<file path="src/rtl/wb_pkg.sv">
// Shared types and selector codes for the register-file write-back sequencer.
package wb_pkg;

    typedef enum logic [2:0] {
        ST_IDLE     = 3'd0,
        ST_MEM_WAIT = 3'd1,
        ST_WRITE    = 3'd2,
        ST_DONE     = 3'd3,
        ST_ERR      = 3'd4
    } wb_state_e;

    // MemtoReg mux codes; code 7 picks the 0xE3 constant, not a data source
    localparam int unsigned SEL_D0       = 0;
    localparam int unsigned SEL_D1       = 1;
    localparam int unsigned SEL_D2       = 2;
    localparam int unsigned SEL_D3       = 3;
    localparam int unsigned SEL_D4       = 4;
    localparam int unsigned SEL_D5       = 5;
    localparam int unsigned SEL_D6       = 6;
    localparam int unsigned SEL_CONST_E3 = 7;
    localparam int unsigned SEL_D7       = 8;
    localparam int unsigned SEL_MAX      = 8;

endpackage

</file>
<file path="src/rtl/wb_sequencer_if.sv">
// Request/response bundle between main control, memory-ready and the write-back sequencer.
interface wb_sequencer_if #(
    parameter int SEL_W = 4,
    parameter int REG_W = 5,
    parameter int CNT_W = 16
);
    logic             start;
    logic [SEL_W-1:0] src_sel;
    logic [REG_W-1:0] dest_reg;
    logic             is_load;
    logic             mem_ready;
    logic [SEL_W-1:0] memtoreg_sel;
    logic [REG_W-1:0] write_reg;
    logic             reg_write;
    logic             busy;
    logic             done;
    logic             err;
    logic [CNT_W-1:0] stall_cnt;

    modport master (
        output start, src_sel, dest_reg, is_load, mem_ready,
        input  memtoreg_sel, write_reg, reg_write, busy, done, err, stall_cnt
    );

    modport slave (
        input  start, src_sel, dest_reg, is_load, mem_ready,
        output memtoreg_sel, write_reg, reg_write, busy, done, err, stall_cnt
    );
endinterface

</file>
<file path="src/rtl/wb_timeout_ctr.sv">
// Wait-cycle counter for MEM_WAIT: expired flags the last permitted cycle without mem_ready.
module wb_timeout_ctr #(
    parameter int TIMEOUT = 16
) (
    input  logic clk,
    input  logic reset,
    input  logic clr_i,
    input  logic en_i,
    output logic expired_o
);
    localparam int W = (TIMEOUT > 2) ? $clog2(TIMEOUT) : 1;
    localparam logic [W-1:0] LAST = W'(TIMEOUT - 1);

    logic [W-1:0] cnt_q;
    logic [W-1:0] cnt_d;

    // Hold at the terminal value; the FSM leaves MEM_WAIT on that cycle anyway
    always_comb begin
        cnt_d = cnt_q;
        if (clr_i) begin
            cnt_d = '0;
        end else if (en_i && (cnt_q != LAST)) begin
            cnt_d = cnt_q + 1'b1;
        end
    end

    // Counter register
    always_ff @(posedge clk or negedge reset) begin
        if (!reset) cnt_q <= '0;
        else        cnt_q <= cnt_d;
    end

    assign expired_o = (cnt_q == LAST);
endmodule

</file>
<file path="src/rtl/wb_sequencer.sv">
// Multicycle write-back controller driving MemtoReg select, write address and reg_write strobe.
//
// state    | meaning
// IDLE     | waiting for start; outputs 0
// MEM_WAIT | load request, waiting for mem_ready (bounded by TIMEOUT)
// WRITE    | one-cycle reg_write strobe (suppressed for r0)
// DONE     | done pulse, err=0
// ERR      | done pulse, err=1, no write performed
module wb_sequencer
    import wb_pkg::*;
#(
    parameter int SEL_W   = 4,
    parameter int REG_W   = 5,
    parameter int TIMEOUT = 16,
    parameter int CNT_W   = 16
) (
    input logic           clk,
    input logic           reset,
    wb_sequencer_if.slave bus
);
    localparam logic [SEL_W-1:0] SEL_LIMIT = SEL_W'(SEL_MAX);

    wb_state_e        state_q, state_d;
    logic [SEL_W-1:0] src_q, src_d;
    logic [REG_W-1:0] dest_q, dest_d;
    logic [CNT_W-1:0] stall_q, stall_d;
    logic             wait_expired;

    wb_timeout_ctr #(.TIMEOUT(TIMEOUT)) u_timeout (
        .clk       (clk),
        .reset     (reset),
        .clr_i     (state_q != ST_MEM_WAIT),
        .en_i      (state_q == ST_MEM_WAIT),
        .expired_o (wait_expired)
    );

    // Next-state, request capture and stall accounting
    always_comb begin
        state_d = state_q;
        src_d   = src_q;
        dest_d  = dest_q;
        stall_d = stall_q;
        unique case (state_q)
            ST_IDLE: begin
                if (bus.start) begin
                    src_d  = bus.src_sel;
                    dest_d = bus.dest_reg;
                    if (bus.src_sel > SEL_LIMIT) state_d = ST_ERR;
                    else if (bus.is_load)        state_d = ST_MEM_WAIT;
                    else                         state_d = ST_WRITE;
                end
            end
            ST_MEM_WAIT: begin
                if (stall_q != '1) stall_d = stall_q + 1'b1;
                if (bus.mem_ready)      state_d = ST_WRITE;
                else if (wait_expired)  state_d = ST_ERR;
            end
            ST_WRITE: state_d = ST_DONE;
            ST_DONE:  state_d = ST_IDLE;
            ST_ERR:   state_d = ST_IDLE;
            default:  state_d = ST_IDLE;
        endcase
    end

    // State and latched request registers
    always_ff @(posedge clk or negedge reset) begin
        if (!reset) begin
            state_q <= ST_IDLE;
            src_q   <= '0;
            dest_q  <= '0;
            stall_q <= '0;
        end else begin
            state_q <= state_d;
            src_q   <= src_d;
            dest_q  <= dest_d;
            stall_q <= stall_d;
        end
    end

    // Outputs decode from the state register so reset clears them without waiting for a clock
    always_comb begin
        bus.busy         = (state_q != ST_IDLE);
        bus.memtoreg_sel = (state_q != ST_IDLE) ? src_q  : '0;
        bus.write_reg    = (state_q != ST_IDLE) ? dest_q : '0;
        bus.reg_write    = (state_q == ST_WRITE) && (dest_q != '0);
        bus.done         = (state_q == ST_DONE) || (state_q == ST_ERR);
        bus.err          = (state_q == ST_ERR);
        bus.stall_cnt    = stall_q;
    end
endmodule

</file>
<file path="src/flat_wrapper.sv">
// flat-port wrapper written by rule: the top's interface ports become plain ports
module wb_sequencer_flat import wb_pkg::*;
#(
    parameter int SEL_W   = 4,
    parameter int REG_W   = 5,
    parameter int TIMEOUT = 16,
    parameter int CNT_W   = 16
)
  (clk, reset, bus_start, bus_src_sel, bus_dest_reg, bus_is_load, bus_mem_ready, bus_memtoreg_sel, bus_write_reg, bus_reg_write, bus_busy, bus_done, bus_err, bus_stall_cnt);
  wb_sequencer_if #(.SEL_W(SEL_W), .REG_W(REG_W), .CNT_W(CNT_W)) bus_i ();
  input logic clk;
  input logic reset;
  input wire logic [$bits(bus_i.start)-1:0] bus_start;
  input wire logic [$bits(bus_i.src_sel)-1:0] bus_src_sel;
  input wire logic [$bits(bus_i.dest_reg)-1:0] bus_dest_reg;
  input wire logic [$bits(bus_i.is_load)-1:0] bus_is_load;
  input wire logic [$bits(bus_i.mem_ready)-1:0] bus_mem_ready;
  output wire logic [$bits(bus_i.memtoreg_sel)-1:0] bus_memtoreg_sel;
  output wire logic [$bits(bus_i.write_reg)-1:0] bus_write_reg;
  output wire logic [$bits(bus_i.reg_write)-1:0] bus_reg_write;
  output wire logic [$bits(bus_i.busy)-1:0] bus_busy;
  output wire logic [$bits(bus_i.done)-1:0] bus_done;
  output wire logic [$bits(bus_i.err)-1:0] bus_err;
  output wire logic [$bits(bus_i.stall_cnt)-1:0] bus_stall_cnt;
  assign bus_i.start = bus_start;
  assign bus_i.src_sel = bus_src_sel;
  assign bus_i.dest_reg = bus_dest_reg;
  assign bus_i.is_load = bus_is_load;
  assign bus_i.mem_ready = bus_mem_ready;
  assign bus_memtoreg_sel = bus_i.memtoreg_sel;
  assign bus_write_reg = bus_i.write_reg;
  assign bus_reg_write = bus_i.reg_write;
  assign bus_busy = bus_i.busy;
  assign bus_done = bus_i.done;
  assign bus_err = bus_i.err;
  assign bus_stall_cnt = bus_i.stall_cnt;
  wb_sequencer #(.SEL_W(SEL_W), .REG_W(REG_W), .TIMEOUT(TIMEOUT), .CNT_W(CNT_W)) u_core (.clk(clk), .reset(reset), .bus(bus_i));
endmodule
</file>
<file path="config.mk">
export PLATFORM = sky130hd
export DESIGN_NAME = wb_sequencer_flat
export DESIGN_NICKNAME = d
export VERILOG_FILES = /design/src/rtl/wb_pkg.sv /design/src/rtl/wb_sequencer_if.sv /design/src/rtl/wb_timeout_ctr.sv /design/src/rtl/wb_sequencer.sv /design/src/flat_wrapper.sv
export SDC_FILE = /design/constraint.sdc
export NUM_CORES = 1
export LEC_CHECK = 0
export BUFFER_PORTS_ARGS = -buffer_cell sky130_fd_sc_hd__buf_2
export CELL_PAD_IN_SITES_DETAIL_PLACEMENT = 1
export CELL_PAD_IN_SITES_GLOBAL_PLACEMENT = 2
export CORE_MARGIN = 2
export CORE_UTILIZATION = 34
export CTS_CLUSTER_SIZE = 8
export DETAILED_ROUTE_END_ITERATION = 16
export GPL_TIMING_DRIVEN = 0
export PLACE_DENSITY = 0.83
export SLEW_MARGIN = 20
export SYNTH_ARGS = -nofsm -noshare
export SYNTH_HDL_FRONTEND = slang
export SYNTH_SLANG_ARGS = --single-unit
</file>
<file path="constraint.sdc">
create_clock -name clk -period 4.7 [get_ports clk]
set_input_delay 0.235 -clock clk [delete_from_list [all_inputs] [get_ports clk]]
set_output_delay 0.235 -clock clk [all_outputs]
set_load 0.01 [all_outputs]
</file>
**Yosys cells after proc, flatten, opt, wreduce, memory -nomap -nowiden**

Cells that the tools add are included.

- Add/sub/neg operators: 2
- $lt $le $gt $ge: 1
- Equality and inequality tests: 10
- Multiplexer cells: 10
- Reductions and logical operators: 10

Operators by type and width:

| kind | count |
|---|---|
| adder 16 x 1 -> 16 bit (second input constant) | 1 |
| != test 16 bit (second input constant) | 1 |
| 2-to-1 mux 3 bit | 4 |
| 2-to-1 mux 4 bit | 3 |
| one-hot mux 3 bit (3 select lines) | 1 |
| == test 3 x 2 -> 1 bit (second input constant) | 2 |
| AND reduction 2 bit | 3 |
| 2-to-1 mux 5 bit | 1 |
| nonzero test 5 bit | 1 |
| adder 4 x 1 -> 4 bit (second input constant) | 1 |
| == test 4 bit (second input constant) | 1 |
| greater-than comparator 4 bit (second input constant) | 1 |
| != test 4 bit (second input constant) | 1 |
| == test 3 x 1 -> 1 bit (second input constant) | 1 |
| == test 3 bit (second input constant) | 1 |
| logical NOT 3 bit | 1 |
| != test 3 x 1 -> 1 bit (second input constant) | 1 |
| != test 3 x 2 -> 1 bit (second input constant) | 1 |
| nonzero test 3 bit | 1 |
| logical AND 1 bit | 2 |
| 2-to-1 mux 2 bit | 1 |
| != test 2 bit (second input constant) | 1 |
| nonzero test 2 bit | 1 |
| logical OR 1 bit | 1 |

- Register bits: 32
- Input bits: 14
- Output and inout bits: 29
- Logic and storage cells: 38

**Depth between registers and ports, before layout**

- Depth in word-level cells: 4
- Gate-level depth with buffers: 6

**Hierarchy**

From an unflattened synthesis, not the netlist that was laid out.

- Cells, all modules: 155
- Area, all modules: 1,695.4 sq um

By module, submodules not included:

| module | times used | cells each | area each (sq um) |
|---|---|---|---|
| wb_sequencer | 1 | 135 | 1,466.4 |
| wb_timeout_ctr | 1 | 20 | 229.0 |

**Worst setup path after synthesis**

Ideal clock, no wire load.

- Kind: register to register
- Start point: register u_core.stall_q[0], in the netlist u_core.bus.stall_cnt[0]
- End point: register u_core.stall_q[1], in the netlist u_core.bus.stall_cnt[1]
- Library setup time: 125 ps
- Data arrival time: 1,730 ps
- Data required time: 4,575 ps
- Path slack: 2,845 ps
- Stages on the path, launching flop included: 6
- Buffers on the path: 0
- Period minus slack after synthesis: 1,855 ps
- Cells stage by stage: dfrtp_1 > ha_1 > nand4_1 > nor4_2 > nor2_1 > mux2_2

- Longest elaborated chain between the ends: 2

Ends and longest elaborated chain:

| element | line | RTL |
|---|---|---|
| start: declaration | wb_sequencer.sv:26 | `logic [CNT_W-1:0] stall_q, stall_d;` |
| start signal: assignment | wb_sequencer.sv:76 | `stall_q <= stall_d;` |
| branches (longest 2 deep; another with adder 16 x 1 -> 16 bit) | -- |  |

Several ways; the timed one is not identified.
A chain may end at the register's enable or synchronous reset.

**Worst setup path in the final report**

Same ends and word-level chain as after synthesis.

==> impl_metrics.env <==
export IMPL_drt_first_pass_iters=4
export IMPL_root_buffer="clkbuf_8"
export IMPL_path_class="reg -> reg"
export IMPL_yosysSeqAreaShare_pct=50.3
export IMPL_power_frac_comb_pct=40.6
export IMPL_arrival_ns=2.32
export IMPL_switching_power_uw=439
export IMPL_tightest_slew_ns=0.705
export IMPL_ir_worst_vdd_uv=234
export IMPL_status="complete, but fails checks"
export IMPL_layout_common_cells="44 x buf_2, 32 x dfrtp_1, 12 x nand2_1"
export IMPL_timing_hold_ws_ns=-0.00794
export IMPL_critPathBufInv=0
export IMPL_swShare_pct=37.3
export IMPL_timing_rr_end="u_core.bus.stall_cnt[1]"
export IMPL_ios=43
export IMPL_regArea_um2=801
export IMPL_htree_levels=2
export IMPL_viasPerCell=5.20
export IMPL_final_common_cell="buf_2"
export IMPL_cp_depth=5
export IMPL_cpMaxStageDelayCell="nor4_2"
export IMPL_critPathTopFamily="simple AND/OR/NAND/NOR gates"
export IMPL_relSlewSlack_pct=53.0
export IMPL_io_buffers=42
export IMPL_min_period_ns=2.16
export IMPL_fin_nets=215
export IMPL_place_inst=244
export IMPL_dieArea_um2=5240
export IMPL_start_kind="flip-flop"
export IMPL_globalplace_congestion=0.776
export IMPL_worst_setup_path_end_kind="flip-flop"
export IMPL_rsz0062_at_grt="no"
export IMPL_totalWireLength_mm=3.92
export IMPL_synth_area_per_cell_um2=10.6
export IMPL_die_x_um=72.4
export IMPL_synthTopCellsByArea="dfrtp_1 50%, mux2_2 7.1%, xor2_1 5.5%"
export IMPL_cts_buffers=5
export IMPL_core_um2=4440
export IMPL_synthToLayoutAreaGrowth_pct=24.3
export IMPL_antenna_found_initial=0
export IMPL_synth_top_area_share_pct=50.3
export IMPL_antenna_cells=0
export IMPL_max_freq_mhz=464
export IMPL_drc_errors=0
export IMPL_wl_per_cell_um=15.6
export IMPL_num_vias=1311
export IMPL_initial_core_util_pct=35.8
export IMPL_synthCells=150
export IMPL_track_usage_pct=16.4
export IMPL_syn_nets=166
export IMPL_num_rows=24
export IMPL_final_antenna_net_count=0
export IMPL_rrSetupSlack_ns=2.54
export IMPL_fin_cells=252
export IMPL_violations="negative hold slack"
export IMPL_fillers=522
export IMPL_p_leak_uw=0.000976
export IMPL_die_h_um=72.4
export IMPL_reg2reg_depth=5
export IMPL_insertion_delay_ns=0.28
export IMPL_hold_path_class="in -> async"
export IMPL_intPower_uw=737
export IMPL_grt_pass1_wl_mm=6.57
export IMPL_power_density_nw_per_um2=594
export IMPL_clock_sinks=32
export IMPL_pwr_share_seq_pct=37.0
export IMPL_skew_ns=0.00627
export IMPL_ys_ff_latch=32
export IMPL_yosysTopAreaCell="dfrtp_1"
export IMPL_path_cells="ha_1 -> nand4_1 -> nor4_2 -> nor2_1 -> mux2_2"
export IMPL_slew_violations=0
export IMPL_layout_drive_gt1_share_pct=33.0
export IMPL_crit_fanout=8
export IMPL_overflow=0
export IMPL_pre_cts_ws_ns=2.54
export IMPL_crit_path_end="u_core.bus.stall_cnt[1]"
export IMPL_fin_setup_tns_ns=0
export IMPL_clk_pin_slew_ns=0.07
export IMPL_critPathLaunch="u_core.bus.stall_cnt[0]"
export IMPL_synthDistinctLibCells=37
export IMPL_postCtsSetupBuffers=0
export IMPL_drt_iter0_drc=53
export IMPL_r2r_start="u_core.bus.stall_cnt[0]"
export IMPL_multiInputGateArea_um2=758
export IMPL_cts_tree="built"
export IMPL_dpl_hpwl_mm=2.94
export IMPL_finish_utilization_pct=44.5
export IMPL_finalSetupViolations=0
export IMPL_grt_pass1_vias=1334
export IMPL_layout_setup_ws_ns=2.54
export IMPL_yosys_warnings=0
export IMPL_cap_violations=0
export IMPL_cts_resized_gates=0
export IMPL_fin_crit_sh_pct=45.9
export IMPL_p_clk_share_pct=22.5
export IMPL_slowest_delay_ns=0.56
export IMPL_clockBufferDepth=2
export IMPL_synth_area_um2=1590
export IMPL_grt_max_degree=33
export IMPL_cp_data_required_time_ns=4.87
export IMPL_cts_hold_buf=0
export IMPL_hold_violations=12
==> cell usage after synthesis <==
master,instances
dfrtp_1,32
nand2_1,12
mux2_2,10
nor2_1,10
nor3_1,10
xor2_1,10
and2_1,9
nand3_1,7
a31oi_1,6
nand4_1,6
and3_1,3
xnor2_1,3
a21oi_1,2
buf_2,2
clkbuf_1,2
ha_1,2
inv_1,2
nand2b_1,2
nor4_1,2
a211o_1,1
a211oi_1,1
and4_1,1
buf_4,1
mux2_1,1
mux2i_1,1
nor2b_1,1
nor3b_1,1
nor4_2,1
nor4_4,1
nor4b_1,1
o21bai_1,1
o22a_1,1
o22ai_1,1
o31ai_1,1
or2_2,1
or3_1,1
or3b_1,1
==> power groups by stage <==
stage                     clock (uW)  sequential [uW]  combinational [uW]
after floorplan                    0              431                 308
after CTS                        273              436                 488
after global routing             285              454                 533
after global placement             0              432                 467
after detailed placement           0              441                 483
final                            264              435                 477
==> kinds of logic after synthesis <==
group           after synthesis  share of synthesized area [%]
simple gates                 70                           24.6
xor+xnor                     13                           7.15
compound gates               14                           5.90
buf+inv                       7                           2.04
flops                        32                           50.3
fa+ha+maj                     2                           1.57
mux                          12                           8.41
==> final cells by class <==
class	instances	area share (%)
clock buffers	5	3.48
inverters	2	0.380
multi-input cells	111	38.3
clock inverters	3	2.15
repair buffers	42	10.6
plain buffers	5	1.27
well taps	52	3.29
flip-flops and latches	32	40.5
==> sequential cells by signal, summed over array words and instances, names as in the netlist <==
register and count:
u_core.dest_q 5, u_core.src_q 4, u_core.u_timeout.cnt_q 4, u_core.state_q 3
u_core.bus.stall_cnt 16
==> worst min-delay path by stage <==
stage	startpoint	endpoint	slack (ns)	cells past startpoint
after global placement	reset	u_core.u_timeout.cnt_q[2]	0.33	1
after detailed placement	reset	u_core.u_timeout.cnt_q[2]	0.34	1
after floorplan	reset	u_core.bus.stall_cnt[0]	-0.06	0
after global routing	reset	u_core.state_q[2]	0.05	1
final	reset	u_core.u_timeout.cnt_q[2]	-0.008	1
after CTS	reset	u_core.dest_q[0]	0.02	1
==> per-stage QoR <==
step	hold slack [ns]	instance area, um^2	total power, uW
final	-0.00794	1980	1180
after global routing	0.0504	1980	1270
after CTS	0.0214	1980	1200
after detailed placement	0.336	1870	925
after global placement	0.327	1870	898
after floorplan	-0.0606	1590	740
==> per-layer routing <==
layer,part of all wire [%],global-route usage [%],vias to the layer above
li1,-,-,632
met1,44,20.7,625
met2,49,26.8,48
met3,6.1,4.86,6
met4,1.5,5.56,0
met5,0,0,-
Power figures use the tool's default switching activity.
